<file path="src/rtl/fir_ctrl_pkg.sv">
`default_nettype none
// ============================================================================
//  Module      : fir_ctrl_pkg
//  Description : Shared types and constants for the time-multiplexed 8-tap
//                FIR controller: FSM state encoding, default widths, sample
//                divider ratio, Q0.8 rounding constant and saturation limit.
//  Revision    : 1.0 - initial release
// ============================================================================
package fir_ctrl_pkg;

    // Default configuration
    localparam int C_DATA_W = 8;
    localparam int C_TAPS   = 8;
    localparam int C_COEF_W = 8;
    localparam int C_ACC_W  = 20;
    localparam int C_DIV    = 10000;

    // Coefficients are Q0.8 (256 = 1.0), so products carry 8 fraction bits.
    localparam int C_FRAC_BITS   = 8;
    // Half an LSB of the output, added before the fraction bits are dropped.
    localparam int C_ROUND_CONST = 128;
    // Largest representable output sample for the default width.
    localparam int C_SAT_MAX     = (1 << C_DATA_W) - 1;

    typedef enum logic [1:0] {
        ST_IDLE  = 2'd0,
        ST_MAC   = 2'd1,
        ST_ROUND = 2'd2
    } fir_state_t;

endpackage : fir_ctrl_pkg
`default_nettype wire

</file>
<file path="src/rtl/fir_tick_gen.sv">
`default_nettype none
// ============================================================================
//  Module      : fir_tick_gen
//  Description : Sample-rate divider. Counts 0..DIV-1 while i_enable is high
//                and emits a one-cycle o_tick on the last count. Dropping
//                i_enable clears the count, so the next tick comes a full
//                DIV cycles after i_enable returns high.
//  Revision    : 1.0 - initial release
//
//  Ports:
//    sys_clk   in   clock, rising edge
//    reset_n   in   asynchronous active-low reset
//    i_enable  in   run the divider
//    o_tick    out  one-cycle sample strobe
// ============================================================================
module fir_tick_gen
    import fir_ctrl_pkg::*;
#(
    parameter int DIV = C_DIV
) (
    input  logic sys_clk,
    input  logic reset_n,
    input  logic i_enable,
    output logic o_tick
);

    localparam int                 C_CNT_W = (DIV > 1) ? $clog2(DIV) : 1;
    localparam logic [C_CNT_W-1:0] C_LAST  = C_CNT_W'(DIV - 1);

    logic [C_CNT_W-1:0] r_count;

    always_ff @(posedge sys_clk or negedge reset_n) begin
        if (!reset_n) begin
            r_count <= '0;
        end else if (!i_enable) begin
            r_count <= '0;
        end else if (r_count == C_LAST) begin
            r_count <= '0;
        end else begin
            r_count <= r_count + 1'b1;
        end
    end

    assign o_tick = i_enable && (r_count == C_LAST);

endmodule : fir_tick_gen
`default_nettype wire

</file>
<file path="src/rtl/fir_mac_sequencer.sv">
`default_nettype none
// ============================================================================
//  Module      : fir_mac_sequencer
//  Description : Time-multiplexed FIR controller. On each sample tick the new
//                sample is written into a circular history buffer, then one
//                shared multiplier accumulates buf[wr_ptr-k]*coef[k] over the
//                taps, the sum is rounded (Q0.8) and saturated, and filter_out
//                is updated with a one-cycle out_valid.
//  Revision    : 1.0 - initial release
//
//  Build option:
//    FIR_COEF_SYM_EN  symmetric taps: pairs of samples are pre-added and the
//                     MAC runs TAPS/2 cycles; the ROM holds the first half.
//
//  Ports:
//    sys_clk     in   clock, rising edge
//    reset_n     in   asynchronous active-low reset
//    enable      in   run the sample divider
//    sample_in   in   DATA_W sample, captured on the tick
//    coef_addr   out  tap index presented to the external coefficient ROM
//    coef_data   in   coefficient for coef_addr, same cycle
//    filter_out  out  filtered sample, held until the next update
//    out_valid   out  one-cycle pulse when filter_out updates
//    busy        out  high while a computation is in progress
//    overrun     out  one-cycle pulse, tick arrived while busy (sample dropped)
// ============================================================================
module fir_mac_sequencer
    import fir_ctrl_pkg::*;
#(
    parameter int DATA_W = C_DATA_W,
    parameter int TAPS   = C_TAPS,
    parameter int COEF_W = C_COEF_W,
    parameter int ACC_W  = C_ACC_W,
    parameter int DIV    = C_DIV
) (
    input  logic                                   sys_clk,
    input  logic                                   reset_n,
    input  logic                                   enable,
    input  logic [DATA_W-1:0]                      sample_in,
    output logic [((TAPS > 1) ? $clog2(TAPS) : 1)-1:0] coef_addr,
    input  logic [COEF_W-1:0]                      coef_data,
    output logic [DATA_W-1:0]                      filter_out,
    output logic                                   out_valid,
    output logic                                   busy,
    output logic                                   overrun
);

    localparam int C_PTR_W = (TAPS > 1) ? $clog2(TAPS) : 1;

`ifdef FIR_COEF_SYM_EN
    localparam int C_MAC_CYCLES = TAPS / 2;
    localparam int C_PRE_W      = DATA_W + 1;
`else
    localparam int C_MAC_CYCLES = TAPS;
    localparam int C_PRE_W      = DATA_W;
`endif

    localparam int                 C_PROD_W = C_PRE_W + COEF_W;
    localparam logic [C_PTR_W-1:0] C_K_LAST = C_PTR_W'(C_MAC_CYCLES - 1);

    fir_state_t          r_state;
    logic [C_PTR_W-1:0]  r_wr_ptr;
    logic [C_PTR_W-1:0]  r_k;
    logic [ACC_W-1:0]    r_acc;
    logic [DATA_W-1:0]   r_buf [TAPS];

    logic                w_tick;
    logic [C_PTR_W-1:0]  w_rd_idx;
    logic [C_PRE_W-1:0]  w_pre;
    logic [C_PROD_W-1:0] w_prod;
    logic [ACC_W-1:0]    w_acc_next;
    logic [ACC_W:0]      w_rounded;
    logic [ACC_W:0]      w_r;
    logic                w_ovf;
    logic [DATA_W-1:0]   w_sat;

    fir_tick_gen #(
        .DIV      (DIV)
    ) u_tick_gen (
        .sys_clk  (sys_clk),
        .reset_n  (reset_n),
        .i_enable (enable),
        .o_tick   (w_tick)
    );

    // Newest sample sits at wr_ptr; tap k reads the sample k ticks older.
    // PTR_W-bit arithmetic gives the modulo-TAPS wrap for free.
    assign w_rd_idx = r_wr_ptr - r_k;

`ifdef FIR_COEF_SYM_EN
    // Mirror tap TAPS-1-k: wr_ptr-(TAPS-1-k) == wr_ptr+k+1 modulo TAPS.
    logic [C_PTR_W-1:0] w_rd_idx_mirror;
    assign w_rd_idx_mirror = r_wr_ptr + r_k + 1'b1;
    assign w_pre = {1'b0, r_buf[w_rd_idx]} + {1'b0, r_buf[w_rd_idx_mirror]};
`else
    assign w_pre = r_buf[w_rd_idx];
`endif

    assign w_prod     = C_PROD_W'(w_pre) * C_PROD_W'(coef_data);
    assign w_acc_next = r_acc + ACC_W'(w_prod);

    // Round to nearest, drop the Q0.8 fraction, clamp to the output range.
    assign w_rounded = {1'b0, r_acc} + (ACC_W + 1)'(C_ROUND_CONST);
    assign w_r       = w_rounded >> C_FRAC_BITS;
    assign w_ovf     = |w_r[ACC_W:DATA_W];
    assign w_sat     = w_ovf ? {DATA_W{1'b1}} : w_r[DATA_W-1:0];

    assign coef_addr = r_k;

    always_ff @(posedge sys_clk or negedge reset_n) begin
        if (!reset_n) begin
            r_state    <= ST_IDLE;
            r_wr_ptr   <= '0;
            r_k        <= '0;
            r_acc      <= '0;
            filter_out <= '0;
            out_valid  <= 1'b0;
            busy       <= 1'b0;
            overrun    <= 1'b0;
            for (int i = 0; i < TAPS; i++) begin
                r_buf[i] <= '0;
            end
        end else begin
            out_valid <= 1'b0;
            overrun   <= 1'b0;
            case (r_state)
                ST_IDLE: begin
                    if (w_tick) begin
                        r_buf[r_wr_ptr] <= sample_in;
                        r_acc           <= '0;
                        r_k             <= '0;
                        busy            <= 1'b1;
                        r_state         <= ST_MAC;
                    end
                end
                ST_MAC: begin
                    // A tick here is dropped; the running sum is unaffected.
                    overrun <= w_tick;
                    r_acc   <= w_acc_next;
                    if (r_k == C_K_LAST) begin
                        r_k     <= '0;
                        r_state <= ST_ROUND;
                    end else begin
                        r_k <= r_k + 1'b1;
                    end
                end
                ST_ROUND: begin
                    // Still busy this cycle, so a coincident tick is dropped too.
                    overrun    <= w_tick;
                    filter_out <= w_sat;
                    out_valid  <= 1'b1;
                    r_wr_ptr   <= r_wr_ptr + 1'b1;
                    busy       <= 1'b0;
                    r_state    <= ST_IDLE;
                end
                default: begin
                    busy    <= 1'b0;
                    r_state <= ST_IDLE;
                end
            endcase
        end
    end

endmodule : fir_mac_sequencer
`default_nettype wire

</file>
<file path="config.mk">
export PLATFORM = sky130hd
export DESIGN_NAME = fir_mac_sequencer
export DESIGN_NICKNAME = d
export VERILOG_FILES = /design/src/rtl/fir_ctrl_pkg.sv /design/src/rtl/fir_tick_gen.sv /design/src/rtl/fir_mac_sequencer.sv
export SDC_FILE = /design/constraint.sdc
export NUM_CORES = 1
export LEC_CHECK = 0
export BUFFER_PORTS_ARGS = -buffer_cell sky130_fd_sc_hd__buf_4
export CAP_MARGIN = 20
export CORE_ASPECT_RATIO = 0.8
export CORE_UTILIZATION = 40
export DETAILED_ROUTE_END_ITERATION = 8
export PLACE_DENSITY = 0.57
export SETUP_SLACK_MARGIN = 0.1
export SLEW_MARGIN = 20
export SYNTH_ARGS = -nofsm -noshare
export SYNTH_HDL_FRONTEND = slang
export SYNTH_SLANG_ARGS = --single-unit
</file>
<file path="constraint.sdc">
create_clock -name sys_clk -period 6.2 [get_ports sys_clk]
set_clock_uncertainty 0.15 [all_clocks]
set_input_delay 0.93 -clock sys_clk [delete_from_list [all_inputs] [get_ports sys_clk]]
set_output_delay 0.93 -clock sys_clk [all_outputs]
set_load 0.02 [all_outputs]
</file>
==> impl_metrics.env, run 1 <==
export IMPL_critPathLaunchType="flop"
export IMPL_yosys_area_share_adder=0.2037
export IMPL_synth_edf_count=0
export IMPL_hold_buffers=0
export IMPL_port_buffers=32
export IMPL_netlist_area_um2=8082
export IMPL_grt_pass1_vias=6038
export IMPL_die_area_um2=20780
export IMPL_wire_per_inst_um=17.18
export IMPL_avgViaCountPerCell=5.091
export IMPL_synth_simple_gate_area_share=0.1283
export IMPL_slew_headroom=0.4718
export IMPL_synthFlopType="dfrtp_1"
export IMPL_synth_compound_area_share=0.05589
export IMPL_violations="DRC"
export IMPL_seq_area_frac_synth=0.3623
export IMPL_fp_coreArea_um2=19800
export IMPL_max_stage_delay_ns=0.52
export IMPL_wl_um=18590
export IMPL_drv_slew=0
export IMPL_synth_xor_area_frac=0.03561
export IMPL_outcome="finished, violations left"
export IMPL_cts_root_buf="clkbuf_16"
export IMPL_p_leak_uw=0.004854
export IMPL_netlist_top_cells_count="dfrtp_1, inv_1, mux2_2, fa_1, ha_1"
export IMPL_setup_slack_ns=0.01677
export IMPL_cp_required_ns=6.36
export IMPL_finalSetupViolations=0
export IMPL_period_share=0.9973
export IMPL_drtIter0Drc=267
export IMPL_cp_slowest_cell="fa_1"
export IMPL_end_kind="flop"
export IMPL_tightestPinTransition_ns=0.7864
export IMPL_fp_dieW_um=160.9
export IMPL_cts_buffers=17
export IMPL_tns_ns=0
export IMPL_fin_nets=925
export IMPL_io_pins=33
export IMPL_synth_top_family_by_area="adder cells"
export IMPL_cp_data_arrival_time_ns=6.34
export IMPL_die_y_um=129.1
export IMPL_synth_top_cell_area_share=0.3623
export IMPL_routed_via_count=5508
export IMPL_maxCapViolCount=0
export IMPL_dr_pass1_iters=8
export IMPL_critPathMaxFanout=5
export IMPL_grt_use_total=0.1957
export IMPL_preCtsSetupSlack_ns=-0.1804
export IMPL_hold_viol=0
export IMPL_place_congestion=0.8273
export IMPL_grt_max_degree=81
export IMPL_synth_most_common_cell="dfrtp_1"
export IMPL_ys_types=51
export IMPL_fmax_mhz=161.7
export IMPL_hpwl_um=13560
export IMPL_syn_instance_count=722
export IMPL_synth_mux_area_frac=0.1551
export IMPL_hp_class="flop to flop"
export IMPL_powerDensity_nw_per_um2=196.1
export IMPL_rsz0062_at_grt="yes"
export IMPL_avgSynthCellArea_um2=11.19
export IMPL_syn_nets=842
export IMPL_placementRows=46
export IMPL_synth_area_top_cells="dfrtp_1, fa_1, mux2_2"
export IMPL_fill_cells=1738
export IMPL_initial_core_util=0.4082
export IMPL_synth_seq_cells=117
export IMPL_clock_sinks=117
export IMPL_worstSetupPathType="flop to flop"
export IMPL_overflow=0
export IMPL_drc=1
export IMPL_cts_buffer_depth=2
export IMPL_antenna_found_initial=0
export IMPL_tritoncts="yes"
export IMPL_clk_pin_slew_worst_paths_ns=0.06
export IMPL_n_antenna_cell=0
export IMPL_vdd_drop_max_v=0.0001547
export IMPL_syn_to_final_growth_pct=23.97
export IMPL_ant_nets=0
export IMPL_h_tree_depth=4
export IMPL_clock_latency_ns=0.43
export IMPL_synth_top_area_cell="dfrtp_1"
export IMPL_drive_gt1_frac=0.3276
export IMPL_fin_crit_ns=6.183
export IMPL_yosysWarnings=0
export IMPL_synthArstFlopShare=1.000
export IMPL_grt_pass1_wl_um=31150
metrics by stage:
| stage | cell area, um^2 | total power, uW | cells | hold WS [ns] | util |
|---|---|---|---|---|---|
| after global placement | 9029 | 915.1 | 1034 | 0.3193 | 0.4560 |
| after global routing | 10020 | 2038 | 1082 | 0.3627 | 0.5060 |
| after detailed placement | 9029 | 918.9 | 1034 | 0.3296 | 0.4560 |
| after floorplan | 8290 | 862.4 | 722 | 0.2932 | - |
| after CTS | 9899 | 1985 | 1079 | 0.3505 | 0.5000 |
| final | 10020 | 1965 | 1082 | 0.3491 | 0.5060 |
worst max-delay path: cells and delay by family, from the launching register on:
| kind | cells | cell delay (ns) |
|---|---|---|
| adder cells (fa/ha/maj) | 7 | 2.66 |
| flip-flops | 1 | 0.39 |
| AO/OA/AOI/OAI | 4 | 0.82 |
| multiplexers | 2 | 0.56 |
| buffers and inverters | 9 | 0.80 |
| AND/OR/NAND/NOR | 3 | 0.38 |
| XOR/XNOR | 2 | 0.31 |
power breakdown:
part | switching, uW | internal [uW] | total [uW] | leakage (uW)
Clock | 413 | 646 | 1060 | 0.000306
Sequential | 12.4 | 782 | 794 | 0.00159
Combinational | 65.4 | 46.1 | 112 | 0.00295
layout make-up:
class | count | area [um^2] | share of cell area
Clock inverter | 14 | 190.2 | 0.01898
Multi-Input combinational cell | 486 | 5051 | 0.5042
Timing Repair Buffer | 79 | 698.2 | 0.06969
Tap cell | 264 | 330.3 | 0.03297
Inverter | 104 | 390.4 | 0.03897
Clock buffer | 18 | 429.2 | 0.04284
Sequential cell | 117 | 2929 | 0.2924
repair_timing:
| action | in CTS | in global routing |
|---|---|---|
| resized for setup | 28 | 21 |
| setup endpoints to repair | 6 | 11 |
| pin swaps | 14 | 7 |
| cloned | 1 | 0 |
| setup buffers | 12 | 3 |
sequential cells by signal, summed over array words and instances (netlist names):
name,flops
r_state,2
r_buf,64
u_tick_gen.r_count,14
coef_addr,3
busy,1
r_acc,20
out_valid,1
overrun,1
r_wr_ptr,3
filter_out,8
metal layers:
metal,part of all wire,track usage
met1,0.47,0.2608
met4,0.014,0.05549
met5,0,0
met2,0.48,0.3248
met3,0.036,0.04065
cell families (layout without fill, tap and decap cells):
group | after synthesis | in the layout
simple gates | 187 | 187
buf+inv | 119 | 215
flops | 117 | 117
fa+ha+maj | 101 | 101
mux | 93 | 93
compound gates | 73 | 73
xor+xnor | 32 | 32
worst paths after layout:
path	startpoint	to	slack, ns	cells past startpoint
min	r_acc[5]	r_acc[5]	0.35	2
max in group asynchronous	reset_n	coef_addr[0]	4.53	2
min in group asynchronous	reset_n	u_tick_gen.r_count[7]	0.38	1
max	r_wr_ptr[0]	r_acc[19]	0.02	27
min reg2reg	r_acc[5]	r_acc[5]	0.35	2
max reg2reg	r_wr_ptr[0]	r_acc[19]	0.02	27
cell usage in the layout, fill, tap and decap left out, types with 16 or more instances in the layout:
cell       Yosys  layout
nand2_1       33      32
nor2b_1       36      29
nor2_1        35      35
xor2_1        20      18
nand2b_1      35      25
ha_1          50      43
dfrtp_1      117     116
buf_4          1      65
mux4_2        16      16
inv_1        104      94
clkbuf_16      0      17
a21oi_1       27      21
fa_1          51      44
mux2_2        57      57
(Power assumes the default switching activity.)
==> inputs of run 2 (changes only) <==
--- a/config.mk
+++ b/config.mk
@@ -5,6 +5,7 @@
 export SDC_FILE = /design/constraint.sdc
 export NUM_CORES = 1
 export LEC_CHECK = 0
+export ABC_AREA = 1
 export BUFFER_PORTS_ARGS = -buffer_cell sky130_fd_sc_hd__buf_4
 export CAP_MARGIN = 20
 export CORE_ASPECT_RATIO = 0.8
==> run 2 against run 1 <==
The flow now finishes without violations. Wire length rose by 15%. Sequential share of layout area increased by 1.1 points. Critical path depth increased by 2. Synthesized area up 4.6%. First-iteration DRC count increased by 96%. Combinational power rose by 37%. Synthesized cell count increased by 45%. Power is 0.78% lower. Count of clock-buffer cells in the layout is 1 lower. Sequential power fell by 1%. Critical endpoint is now r_acc[15]. Largest cell class unchanged. Largest power group unchanged.
==> impl_metrics.env, run 2 <==
export IMPL_synth_simple_gate_area_share=0.2108
export IMPL_hold_path_end="u_tick_gen.r_count[0]"
export IMPL_routed_via_count=6738
export IMPL_placementRows=47
export IMPL_wl_um=21290
export IMPL_hpwl_um=15520
export IMPL_hold_path_cell_count=1
export IMPL_grt_use_total=0.2119
export IMPL_placedCellCount=1335
export IMPL_finalNonFillerCells=1369
export IMPL_final_util=0.4661
export IMPL_hold_start="u_tick_gen.r_count[0]"
export IMPL_preCtsSetupSlack_ns=0.2204
export IMPL_powerDensity_nw_per_um2=202.1
export IMPL_synth_most_common_cell="nand2_1"
export IMPL_end_kind="flop"
export IMPL_grt_pass1_vias=6647
export IMPL_switching_power_uw=520.4
export IMPL_top_layer_used="met4"
export IMPL_path_buf_inv=9
export IMPL_crit_path_frequent_cell="fa_1"
export IMPL_max_stage_delay_ns=0.54
export IMPL_combPwrFrac=0.078
export IMPL_synth_seq_cells=117
export IMPL_slew_headroom=0.4819
export IMPL_cpLargestDelayFamily="adder cells"
export IMPL_pwr_share_seq=0.402
export IMPL_clock_latency_ns=0.43
export IMPL_wl_met1_um=11100
export IMPL_netlist_area_um2=8453
export IMPL_port_buffers=32
export IMPL_rsz0062_at_grt="yes"
export IMPL_io_pins=33
export IMPL_cts_buffer_depth=2
export IMPL_met2WireLength_um=8664
export IMPL_p_sw_frac=0.2669
export IMPL_n_antenna_cell=0
export IMPL_clk_pin_slew_worst_paths_ns=0.06
export IMPL_layout_common_cells="nand2_1, inv_1, dfrtp_1, nor2_1, o21ai_1"
export IMPL_worstSetupPathType="flop to flop"
export IMPL_overflow=0
export IMPL_wl_met3_um=1277
export IMPL_drtIter0Drc=524
export IMPL_vdd_drop_max_v=0.0001634
export IMPL_synth_top_area_cell="dfrtp_1"
export IMPL_avgViaCountPerCell=4.922
export IMPL_clock_sinks=117
export IMPL_fmax_mhz=173.4
export IMPL_syn_nets=1170
export IMPL_p_leak_uw=0.005159
export IMPL_synthFlopType="dfrtp_1"
export IMPL_yosysWarnings=0
export IMPL_yosys_area_share_adder=0.1948
export IMPL_synth_top_cell_area_share=0.3464
export IMPL_cp_required_ns=6.36
export IMPL_tns_ns=0
export IMPL_ys_types=38
export IMPL_netlist_top_cells_count="nand2_1, inv_1, dfrtp_1, nor2_1, o21ai_1"
export IMPL_initial_core_util=0.4084
export IMPL_largest_register_ffs=64
export IMPL_finalSetupViolations=0
export IMPL_critPathLaunchType="flop"
export IMPL_synth_compound_area_share=0.09754
export IMPL_hold_viol=0
export IMPL_grt_pass1_wl_um=35280
export IMPL_critPathMaxFanout=16
export IMPL_timing_rr_start="r_wr_ptr[0]"
export IMPL_antenna_found_initial=0
export IMPL_cts_root_buf="clkbuf_16"
export IMPL_hp_class="flop to flop"
export IMPL_regMostFlops="r_buf"
export IMPL_ff2ff_path_depth=29
export IMPL_synth_mux_area_frac=0.02131
export IMPL_cts_buffers=17
export IMPL_cp_slowest_cell="fa_1"
export IMPL_outcome="completed"
export IMPL_layout_commonest_cell="nand2_1"
export IMPL_synth_edf_count=0
export IMPL_tightestPinTransition_ns=0.7753
export IMPL_h_tree_depth=4
export IMPL_drc=0
export IMPL_grt_max_degree=49
export IMPL_maxCapViolCount=0
export IMPL_synth_area_top_cells="dfrtp_1, fa_1, nand2_1"
export IMPL_place_congestion=0.9172
export IMPL_syn_to_final_growth_pct=14.14
export IMPL_synth_xor_area_frac=0.02057
export IMPL_fin_nets=1207
export IMPL_dr_pass1_iters=5
export IMPL_period_share=0.9304
export IMPL_clkPwrFrac=0.519
export IMPL_seq_area_frac_synth=0.3464
export IMPL_syn_instance_count=1050
export IMPL_p_int_uw=1429
export IMPL_fin_crit_ns=5.768
export IMPL_drv_slew=0
export IMPL_fp_coreArea_um2=20700
export IMPL_tritoncts="yes"
export IMPL_ant_nets=0
export IMPL_cp_data_arrival_time_ns=5.93
export IMPL_die_y_um=132.0
export IMPL_reg_top3="r_buf: 64 flops, r_acc: 20 flops, u_tick_gen.r_count: 14 flops"
export IMPL_setup_slack_ns=0.4317
export IMPL_avgSynthCellArea_um2=8.051
export IMPL_fp_dieW_um=164.5
export IMPL_synthArstFlopShare=1.000
export IMPL_rr_endpoint="r_acc[15]"
export IMPL_wire_per_inst_um=15.55
export IMPL_fill_cells=2096
export IMPL_r2r_setup_slack_ns=0.43
export IMPL_die_area_um2=21720
export IMPL_synth_top_family_by_area="simple AND/OR/NAND/NOR gates"
export IMPL_drive_gt1_frac=0.1336
==> run 2: cell types whose count changed after synthesis, moves of 10 or more <==
cell      delta
nand2_1    +208
inv_1       +98
o21ai_1     +56
nor2_1      +42
mux2_2      -41
nor2b_1     -36
nand2b_1    -35
nand3_1     +33
o21ai_0     +30
mux4_2      -16
or2_2       +10
==> run 2: layout make-up <==
class,instances,area (um^2),area share
multi-input cells,707,4695,0.4866
well taps,269,336.6,0.03489
clock buffers,17,425.4,0.04409
inverters,203,762.0,0.07898
repair buffers,41,332.8,0.03450
flip-flops and latches,117,2929,0.3036
clock inverters,15,167.7,0.01738
==> run 2: power groups by stage <==
| stage | Clock (uW) | Combinational [uW] | Sequential, uW |
|---|---|---|---|
| 5_1_grt | 1050 | 178 | 785 |
| 2_1_floorplan | 0 | 89.3 | 793 |
| 6_report | 1010 | 153 | 784 |
| 4_1_cts | 1030 | 148 | 784 |
| 3_3_place_gp | 0 | 143 | 797 |
| 3_5_place_dp | 0 | 147 | 797 |
==> run 2: logic make-up (layout without fill, tap and decap cells) <==
group	Yosys count	in the layout
xor gates and xnor gates	19	19
muxes	16	16
AOI/OAI and AO/OA	154	154
DFF	117	117
and+or+nand+nor	417	417
buffers and inverters	226	276
adders and majority gates	101	101
==> run 2: per-stage QoR <==
step / hold WS [ns] / cell area (um^2) / total power [uW]
finish: 0.3156 / 9648 / 1950
detailed placement: 0.3093 / 8951 / 944.0
floorplan: 0.2810 / 8453 / 882.8
global route: 0.3446 / 9648 / 2016
global placement: 0.3077 / 8951 / 940.0
CTS: 0.3164 / 9544 / 1964
==> run 2: repair_timing <==
| item | 4_1_cts | 5_1_grt |
|---|---|---|
| setup endpoints to repair | 0 | 13 |
| buffers inserted | 0 | 2 |
| hold buffers | 0 | 0 |
| gates resized for setup | 0 | 25 |
==> run 2: per-layer routing <==
metal  up-vias  global-route usage
li1       3351                   -
met1      3184              0.3306
met2       183              0.2901
met3        20             0.04781
met4         0             0.05607
met5         -                   0
==> run 2: how the worst max path moves through the flow <==
stage,from,to,slack [ns],cells past startpoint
after global routing,r_wr_ptr[0],r_acc[14],0.07,30
final,r_wr_ptr[0],r_acc[15],0.43,29
after CTS,r_wr_ptr[0],r_acc[13],0.19,28
after global placement,r_wr_ptr[0],r_acc[14],0.21,30
after floorplan,r_wr_ptr[0],r_acc[17],0.54,28
after detailed placement,r_wr_ptr[0],r_acc[14],0.22,30
==> inputs of run 3 (changes only) <==
--- a/config.mk
+++ b/config.mk
@@ -11,7 +11,7 @@
 export CORE_ASPECT_RATIO = 0.8
 export CORE_UTILIZATION = 40
 export DETAILED_ROUTE_END_ITERATION = 8
-export PLACE_DENSITY = 0.57
+export PLACE_DENSITY = 0.55
 export SETUP_SLACK_MARGIN = 0.1
 export SLEW_MARGIN = 20
 export SYNTH_ARGS = -nofsm -noshare
==> constraint.sdc (replaced) <==
create_clock -name sys_clk -period 6.96 [get_ports sys_clk]
set_clock_uncertainty 0.15 [all_clocks]
set_input_delay 1.044 -clock sys_clk [delete_from_list [all_inputs] [get_ports sys_clk]]
set_output_delay 1.044 -clock sys_clk [all_outputs]
set_load 0.02 [all_outputs]
==> run 3 against run 2 <==
Die area is the same. Wire length shrank 2.4%. Hold slack is essentially flat. Power shrank 13%. Largest cell class unchanged. Largest power group unchanged.
==> impl_metrics.env, run 3 (synthesis results as in run 2) <==
export IMPL_outcome="completed"
export IMPL_fin_nets=1202
export IMPL_rr_endpoint="r_acc[13]"
export IMPL_hp_class="flop to flop"
export IMPL_cts_setup_buffers=0
export IMPL_switching_power_uw=475.4
export IMPL_slew_headroom=0.3983
export IMPL_period_share=0.8920
export IMPL_combPwrFrac=0.074
export IMPL_post_cts_resized=0
export IMPL_pwr_share_seq=0.413
export IMPL_finalNonFillerCells=1364
export IMPL_syn_to_final_growth_pct=12.20
export IMPL_placementRows=47
export IMPL_layout_common_cells="nand2_1, inv_1, dfrtp_1, nor2_1, o21ai_1"
export IMPL_grt_use_total=0.2101
export IMPL_powerDensity_nw_per_um2=178.0
export IMPL_port_buffers=32
export IMPL_end_kind="flop"
export IMPL_clock_latency_ns=0.43
export IMPL_initial_core_util=0.4084
export IMPL_wl_um=20780
export IMPL_drc=0
export IMPL_dr_pass1_iters=5
export IMPL_io_pins=33
export IMPL_ff2ff_path_depth=27
export IMPL_clock_sinks=117
export IMPL_fp_dieW_um=164.5
export IMPL_hold_viol=0
export IMPL_whs_ns=0.3153
export IMPL_p_int_uw=1213
export IMPL_layout_commonest_cell="nand2_1"
export IMPL_drv_slew=0
export IMPL_cts_root_buf="clkbuf_16"
export IMPL_hpwl_um=15030
export IMPL_fp_coreArea_um2=20700
export IMPL_place_area_um2=8916
export IMPL_n_antenna_cell=0
export IMPL_grt_max_degree=67
export IMPL_antenna_found_initial=0
export IMPL_placedCellCount=1332
export IMPL_hold_buffers=0
export IMPL_regMostFlops="r_buf"
export IMPL_avgViaCountPerCell=4.856
export IMPL_cp_required_ns=7.12
export IMPL_h_tree_depth=4
export IMPL_grt_pass1_wl_um=35000
export IMPL_timing_rr_start="r_wr_ptr[0]"
export IMPL_place_congestion=0.9020
export IMPL_startpoint="r_wr_ptr[0]"
export IMPL_cp_slowest_cell="fa_1"
export IMPL_tightestPinTransition_ns=0.9026
export IMPL_p_leak_uw=0.005102
export IMPL_tns_ns=0
export IMPL_p_sw_frac=0.2816
export IMPL_rsz0062_at_grt="no"
export IMPL_maxCapViolCount=0
export IMPL_design_area_um2=9484
export IMPL_drtIter0Drc=526
export IMPL_tritoncts="yes"
export IMPL_die_area_um2=21720
export IMPL_critPathLaunchType="flop"
export IMPL_routed_via_count=6623
export IMPL_wire_per_inst_um=15.24
export IMPL_cts_buffer_depth=2
export IMPL_cp_data_arrival_time_ns=6.37
export IMPL_worstSetupPathType="flop to flop"
export IMPL_max_stage_delay_ns=0.57
export IMPL_clk_pin_slew_worst_paths_ns=0.06
export IMPL_grt_pass1_vias=6543
export IMPL_critPathMaxFanout=16
export IMPL_overflow=0
export IMPL_power_uw=1688
export IMPL_fill_cells=2090
export IMPL_ant_nets=0
export IMPL_die_y_um=132.0
export IMPL_multiInputGateArea_um2=4607
export IMPL_r2r_setup_slack_ns=0.75
export IMPL_reg_top3="r_buf: 64 flops, r_acc: 20 flops, u_tick_gen.r_count: 14 flops"
export IMPL_endpoint="r_acc[13]"
export IMPL_fin_crit_ns=6.208
export IMPL_fmax_mhz=161.1
export IMPL_vdd_drop_max_v=0.0001508
export IMPL_largest_register_ffs=64
export IMPL_seq_area_um2=2928
export IMPL_cts_buffers=17
export IMPL_clkPwrFrac=0.512
export IMPL_finalSetupViolations=0
export IMPL_drive_gt1_frac=0.1087
run 3: cell types whose count changed in the layout (fill, tap and decap cells not counted), sizes merged:
cell,change
clkinv,-5
clkbuf,+1
clkinvlp,+3
buf,-5
bufinv,-2
inv,+3
run 3: layout make-up:
cell class              count  share of cell area
repair buffers             36             0.02982
flip-flops and latches    117              0.3087
inverters                 203             0.08034
well taps                 269             0.03549
clock buffers              18             0.04631
clock inverters            14             0.01359
multi-input cells         707              0.4858
run 3: worst max-delay path, delay by kind of cell, from the launching register on:
kind	cells	cell delay, ns
compound gates	4	0.61
fa+ha+maj	7	3.13
buf+inv	7	0.92
flops	1	0.44
simple gates	9	0.82
run 3: routing by layer:
layer / part of all wire / track usage / vias up / wire, um
li1: - / - / 3341 / -
met1: 0.53 / 0.3283 / 3101 / 10930
met2: 0.40 / 0.2915 / 167 / 8374
met3: 0.063 / 0.04844 / 14 / 1316
met4: 0.0077 / 0.04485 / 0 / 161
met5: 0 / 0 / - / 0
run 3: how the worst min path moves through the flow:
stage                                      from                     to  depth (start not counted)
after floorplan           u_tick_gen.r_count[0]  u_tick_gen.r_count[0]                          1
after global placement    u_tick_gen.r_count[0]  u_tick_gen.r_count[0]                          1
after detailed placement  u_tick_gen.r_count[0]  u_tick_gen.r_count[0]                          1
after CTS                 u_tick_gen.r_count[0]  u_tick_gen.r_count[0]                          1
after global routing      u_tick_gen.r_count[0]  u_tick_gen.r_count[0]                          1
final                     u_tick_gen.r_count[0]  u_tick_gen.r_count[0]                          1
run 3: power by group through the flow:
stage	logic (uW)	registers (uW)	clock network [uW]
floorplan	79.6	707	0
global placement	129	711	0
detailed placement	128	710	0
CTS	128	698	884
global route	145	698	912
finish	125	698	865
run 3: stage by stage:
stage            util  setup WS, ns
5_1_grt        0.4582        0.2977
4_1_cts        0.4582        0.7525
6_report       0.4582        0.7516
3_3_place_gp   0.4307        0.8587
2_1_floorplan       -         1.295
3_5_place_dp   0.4307        0.8154
